$ cat src/rtl/cpu_pkg.sv
// Shared SimpleCPU definitions: datapath widths, special opcodes and the
// fetch-stage state encoding.
package cpu_pkg;

    localparam int PC_W  = 8;
    localparam int INS_W = 16;

    localparam logic [3:0]       OPC_HALT = 4'hF;
    localparam logic [INS_W-1:0] NOP_WORD = 16'h0000;

    typedef enum logic [1:0] {
        F_IDLE = 2'd0,
        F_REQ  = 2'd1,
        F_HOLD = 2'd2,
        F_HALT = 2'd3
    } fetch_state_t;

endpackage

$ cat src/rtl/fetch_unit_if.sv
// Fetch-stage signal bundle: instruction-memory handshake, pipeline control
// inputs and the IF/ID register outputs.
interface fetch_unit_if #(
    parameter int PC_W  = cpu_pkg::PC_W,
    parameter int INS_W = cpu_pkg::INS_W
);
    logic             imem_req;
    logic [PC_W-1:0]  imem_addr;
    logic             imem_ready;
    logic [INS_W-1:0] imem_rdata;
    logic             stall;
    logic             redirect;
    logic [PC_W-1:0]  redirect_pc;
    logic [INS_W-1:0] ins_out;
    logic             ins_we;
    logic [PC_W-1:0]  pc_out;
    logic             halted;

    modport master (
        output imem_req, imem_addr, ins_out, ins_we, pc_out, halted,
        input  imem_ready, imem_rdata, stall, redirect, redirect_pc
    );

    modport slave (
        input  imem_req, imem_addr, ins_out, ins_we, pc_out, halted,
        output imem_ready, imem_rdata, stall, redirect, redirect_pc
    );
endinterface

$ cat src/rtl/fetch_unit.sv
// Instruction fetch stage: owns the PC, runs the imem request/ready handshake
// and feeds the IF/ID register, with stall buffering, redirects and HALT.
//
// state  | meaning
// F_IDLE | one cycle after reset release, no request
// F_REQ  | imem_req=1 at pc, waiting for imem_ready
// F_HOLD | fetched word parked in hold buffer while decode stalls
// F_HALT | HALT opcode delivered; fetch stopped until redirect
module fetch_unit
    import cpu_pkg::*;
(
    input  logic         clk,
    input  logic         rst_n,
    fetch_unit_if.master bus
);

    fetch_state_t     r_state;
    logic [PC_W-1:0]  r_pc;
    logic [PC_W-1:0]  r_pc_out;
    logic [INS_W-1:0] r_hold;
    logic [INS_W-1:0] r_ins;
    logic             r_we;

    logic             w_rdata_halt;
    logic             w_hold_halt;

    assign w_rdata_halt = (bus.imem_rdata[INS_W-1 -: 4] == OPC_HALT);
    assign w_hold_halt  = (r_hold[INS_W-1 -: 4] == OPC_HALT);

    always_ff @(posedge clk or negedge rst_n) begin
        if (!rst_n) begin
            r_state  <= F_IDLE;
            r_pc     <= '0;
            r_pc_out <= '0;
            r_hold   <= NOP_WORD;
            r_ins    <= NOP_WORD;
            r_we     <= 1'b0;
        end else begin
            r_we <= 1'b0;
            // A redirect wins over everything, including a response landing this cycle.
            if (bus.redirect) begin
                r_pc    <= bus.redirect_pc;
                r_hold  <= NOP_WORD;
                r_state <= F_REQ;
            end else begin
                case (r_state)
                    F_IDLE: r_state <= F_REQ;
                    F_REQ: begin
                        if (bus.imem_ready) begin
                            r_pc_out <= r_pc;
                            r_pc     <= r_pc + 1'b1;
                            if (bus.stall) begin
                                r_hold  <= bus.imem_rdata;
                                r_state <= F_HOLD;
                            end else begin
                                r_ins   <= bus.imem_rdata;
                                r_we    <= 1'b1;
                                r_state <= w_rdata_halt ? F_HALT : F_REQ;
                            end
                        end
                    end
                    F_HOLD: begin
                        if (!bus.stall) begin
                            r_ins   <= r_hold;
                            r_we    <= 1'b1;
                            r_state <= w_hold_halt ? F_HALT : F_REQ;
                        end
                    end
                    F_HALT: r_state <= F_HALT;
                    default: r_state <= F_IDLE;
                endcase
            end
        end
    end

    assign bus.imem_req  = (r_state == F_REQ);
    assign bus.imem_addr = r_pc;
    assign bus.ins_out   = r_ins;
    assign bus.ins_we    = r_we;
    assign bus.pc_out    = r_pc_out;
    assign bus.halted    = (r_state == F_HALT);

endmodule

$ cat src/flat_wrapper.sv
// flat-port wrapper written by rule: the top's interface ports become plain ports
module fetch_unit_flat import cpu_pkg::*;
  (clk, rst_n, bus_imem_req, bus_imem_addr, bus_ins_out, bus_ins_we, bus_pc_out, bus_halted, bus_imem_ready, bus_imem_rdata, bus_stall, bus_redirect, bus_redirect_pc);
  fetch_unit_if bus_i ();
  input  logic clk;
  input  logic rst_n;
  output wire logic [$bits(bus_i.imem_req)-1:0] bus_imem_req;
  output wire logic [$bits(bus_i.imem_addr)-1:0] bus_imem_addr;
  output wire logic [$bits(bus_i.ins_out)-1:0] bus_ins_out;
  output wire logic [$bits(bus_i.ins_we)-1:0] bus_ins_we;
  output wire logic [$bits(bus_i.pc_out)-1:0] bus_pc_out;
  output wire logic [$bits(bus_i.halted)-1:0] bus_halted;
  input wire logic [$bits(bus_i.imem_ready)-1:0] bus_imem_ready;
  input wire logic [$bits(bus_i.imem_rdata)-1:0] bus_imem_rdata;
  input wire logic [$bits(bus_i.stall)-1:0] bus_stall;
  input wire logic [$bits(bus_i.redirect)-1:0] bus_redirect;
  input wire logic [$bits(bus_i.redirect_pc)-1:0] bus_redirect_pc;
  assign bus_imem_req = bus_i.imem_req;
  assign bus_imem_addr = bus_i.imem_addr;
  assign bus_ins_out = bus_i.ins_out;
  assign bus_ins_we = bus_i.ins_we;
  assign bus_pc_out = bus_i.pc_out;
  assign bus_halted = bus_i.halted;
  assign bus_i.imem_ready = bus_imem_ready;
  assign bus_i.imem_rdata = bus_imem_rdata;
  assign bus_i.stall = bus_stall;
  assign bus_i.redirect = bus_redirect;
  assign bus_i.redirect_pc = bus_redirect_pc;
  fetch_unit u_core (.clk(clk), .rst_n(rst_n), .bus(bus_i));
endmodule
$ cat config.mk
export PLATFORM = sky130hd
export DESIGN_NAME = fetch_unit_flat
export DESIGN_NICKNAME = d
export VERILOG_FILES = /design/src/rtl/cpu_pkg.sv /design/src/rtl/fetch_unit_if.sv /design/src/rtl/fetch_unit.sv /design/src/flat_wrapper.sv
export SDC_FILE = /design/constraint.sdc
export NUM_CORES = 1
export LEC_CHECK = 0
export BUFFER_PORTS_ARGS = -buffer_cell sky130_fd_sc_hd__buf_4
export CAP_MARGIN = 25
export CORE_ASPECT_RATIO = 1.75
export CORE_MARGIN = 5
export CORE_UTILIZATION = 52
export CTS_CLUSTER_DIAMETER = 30
export DETAILED_ROUTE_END_ITERATION = 7
export GPL_ROUTABILITY_DRIVEN = 0
export PLACE_DENSITY = 0.9
export RECOVER_POWER = 25
export SKIP_LAST_GASP = 1
export SLEW_MARGIN = 20
export SYNTH_ARGS = -nofsm -noshare
export SYNTH_HDL_FRONTEND = slang
export SYNTH_SLANG_ARGS = --single-unit
$ cat constraint.sdc
create_clock -name clk -period 1.8 [get_ports clk]
set_input_delay 0.18 -clock clk [delete_from_list [all_inputs] [get_ports clk]]
set_output_delay 0.18 -clock clk [all_outputs]
set_load 0.02 [all_outputs]
==> flow_summary.json <==
{
  "io-pin-count": 64,
  "wire_per_inst_um": 17.83,
  "cp_cell_sequence": "inv_1, ha_1, buf_4, and2_4, nand2b_1, buf_6, mux2_1",
  "syn_avg_cell_area_sq_um": 11.84,
  "antenna_found_initial": 0,
  "synth_cell_types": 33,
  "use_met1": 0.2206,
  "dpl.hpwl_mm": 3.821,
  "path_clk_slew_ps": 90,
  "ys_seq_area_frac": 0.5499,
  "crit_family": "buffers and inverters",
  "p_leak_uw": 0.001459,
  "tritoncts": "done",
  "synth.top_cell.area_share": 0.5499,
  "first_global_vias": 1905,
  "worstHoldPathType": "in -> reg",
  "critPathArrivalTime_ps": 1910,
  "skew_ps": 5.900,
  "grt_max_degree": 52,
  "tns_ps": 0,
  "report.power.total_uw": 4631,
  "synth_edf_count": 0,
  "grt.total_usage": 0.1944,
  "min_period_over_period": 0.9590,
  "clk_latency_ps": 300,
  "cp-start-kind": "register",
  "finalNonFillerCells": 319,
  "top_usage_layer": "met2",
  "critPathMaxFanout": 10,
  "max_stage_delay_ps": 380,
  "die_area_sq_um": 5952,
  "async_reset_ff_frac": 1.000,
  "setup-violations-final": 0,
  "cts_max_level": 2,
  "clk_path_buf_depth": 2,
  "rsz0062_at_grt": "true",
  "numCtsBuffers": 5,
  "synth_area_leaders": "dfrtp_1 55%, mux2i_1 7.3%, a22o_1 6.4%",
  "placed_cells": 303,
  "drt_iter0_markers": 35,
  "portBuffers": 63,
  "vias": 1807,
  "vias_per_cell": 5.665,
  "synth_nets": 230,
  "holdWs_ps": 92.83,
  "nets": 301,
  "grt_pass1_wl_mm": 8.859,
  "powerDensity_nw_per_um2": 1537,
  "clock-root-buffer": "clkbuf_8",
  "slew_headroom": 0.1810,
  "dr.pass1.iters": 4,
  "synth_area_sq_um": 2321,
  "cts_sinks": 51,
  "synth_top_area_cell": "dfrtp_1",
  "antennaDiodeCount": 0,
  "utilization": 0.6904,
  "yosysMostFrequentCell": "dfrtp_1",
  "synthFlopType": "dfrtp_1",
  "worst_slew_pin_slew_ps": 1229,
  "coreArea_sq_um": 4364,
  "synth_commonest_cells": "51 x dfrtp_1, 29 x nand2_1, 17 x a22o_1, 17 x mux2i_1, 13 x o21ai_0",
  "crit_type": "reg -> reg",
  "max_freq_mhz": 579.3,
  "area_growth_pct": 29.81,
  "gr-total-overflow": 0,
  "drive_above_1_share": 0.3470,
  "period_minus_slack_ps": 1726,
  "synth_seq_cells": 51,
  "drv_slew": 0,
  "die_x_um": 60.50,
  "status": "finished, final reports clean",
  "ir_drop_uv": 1207,
  "final_hold_viol_count": 0,
  "ys_warn_count": 0,
  "path_buf_inv": 3,
  "grt.met3_usage": 0.03836,
  "required_ps": 1980,
  "fp-row-count": 32,
  "syn_inst": 196,
  "die_y_um": 98.38,
  "ant_nets": 0,
  "max_cap_violations": 0,
  "critPathCaptureType": "register",
  "initial_core_util": 0.5318,
  "cp_slowest_cell": "dfrtp_1",
  "routed_wl_mm": 5.688,
  "met2_usage": 0.3417,
  "route.detailed.drc": 0
}
[placed cells by master, fill, tap and decap left out, drive strengths merged]
| cell | synthesis | layout |
|---|---|---|
| a211oi | 1 | 1 |
| a21oi | 3 | 3 |
| a221oi | 1 | 1 |
| a22o | 17 | 17 |
| a22oi | 1 | 1 |
| and2 | 1 | 2 |
| and3 | 2 | 2 |
| and4 | 2 | 2 |
| buf | 10 | 70 |
| bufinv | 0 | 1 |
| clkbuf | 1 | 7 |
| clkinv | 0 | 1 |
| dfrtp | 51 | 51 |
| dlygate4sd3 | 0 | 1 |
| ha | 5 | 5 |
| inv | 3 | 3 |
| mux2 | 8 | 8 |
| mux2i | 17 | 17 |
| nand2 | 29 | 29 |
| nand2b | 1 | 1 |
| nand3 | 1 | 1 |
| nand4 | 3 | 3 |
| nor2 | 1 | 2 |
| nor2b | 2 | 2 |
| nor3 | 1 | 1 |
| o211a | 1 | 1 |
| o21ai | 26 | 27 |
| or2b | 1 | 1 |
| xnor2 | 2 | 2 |
| xor2 | 5 | 5 |
[logic make-up after synthesis]
logic type | Yosys count | share of synthesized area
flops | 51 | 0.5499
compound gates | 50 | 0.1477
simple gates | 44 | 0.09596
mux | 25 | 0.1121
buf+inv | 14 | 0.04097
xor+xnor | 7 | 0.02642
fa+ha+maj | 5 | 0.02695
[flip-flops by register name (all words and copies together), names as in the netlist]
signal,count
u_core.bus.imem_addr,8
u_core.bus.pc_out,8
u_core.bus.ins_we,1
u_core.r_hold,16
u_core.bus.ins_out,16
u_core.r_state,2
[through the flow]
step | worst slack [ps] | cell area, sq um
after global placement | -119.3 | 2804
after detailed placement | -276.8 | 2804
after floorplan | 118.6 | 2321
final | 73.82 | 3013
after CTS | -17.35 | 2950
after global routing | 9.660 | 3013
[routing by layer]
layer / vias up / share of wire
li1: 841 / -
met1: 887 / 0.36
met2: 66 / 0.55
met3: 13 / 0.064
met4: 0 / 0.026
met5: - / 0
[repair_timing]
item	CTS	global route
gates cloned	1	2
hold endpoints to repair	51	0
pin swaps	1	3
hold buffers	1	0
gates resized for setup	1	5
setup buffers	0	4
endpoints found under the setup margin	18	41
[final cells by class]
cell class	count	area (sq um)
Clock buffer	6	82.58
Clock inverter	2	35.03
Fill cell	354	1351
Inverter	3	11.26
Multi-Input combinational cell	134	999.7
Sequential cell	51	1276
Tap cell	51	63.81
Timing Repair Buffer	72	544.3
[power by group]
| part | switching, uW | internal, uW | leakage (uW) |
|---|---|---|---|
| clock | 364 | 450 | 0.0000612 |
| combinational | 1150 | 927 | 0.000748 |
| sequential | 236 | 1500 | 0.000650 |
| total | 1750 | 2880 | 0.00146 |
[tightest hold or removal path, stage by stage]
cell	delay, ps
buf_4	80
nand2_1	40
o21ai_1	60
[path summary, 6_finish.rpt]
path	from	end	slack [ps]	cells after the start
max reg2reg	u_core.r_state[1]	u_core.bus.pc_out[1]	70	7
min reg2reg	u_core.bus.ins_out[0]	u_core.bus.ins_out[0]	500	2
min in group asynchronous	rst_n	u_core.bus.ins_out[11]	670	2
max	u_core.r_state[1]	u_core.bus.pc_out[1]	70	7
max in group asynchronous	rst_n	u_core.bus.ins_out[7]	380	2
min	bus_redirect_pc[6]	u_core.bus.imem_addr[6]	90	3
Note: power is estimated with default switching activity, not from simulation.
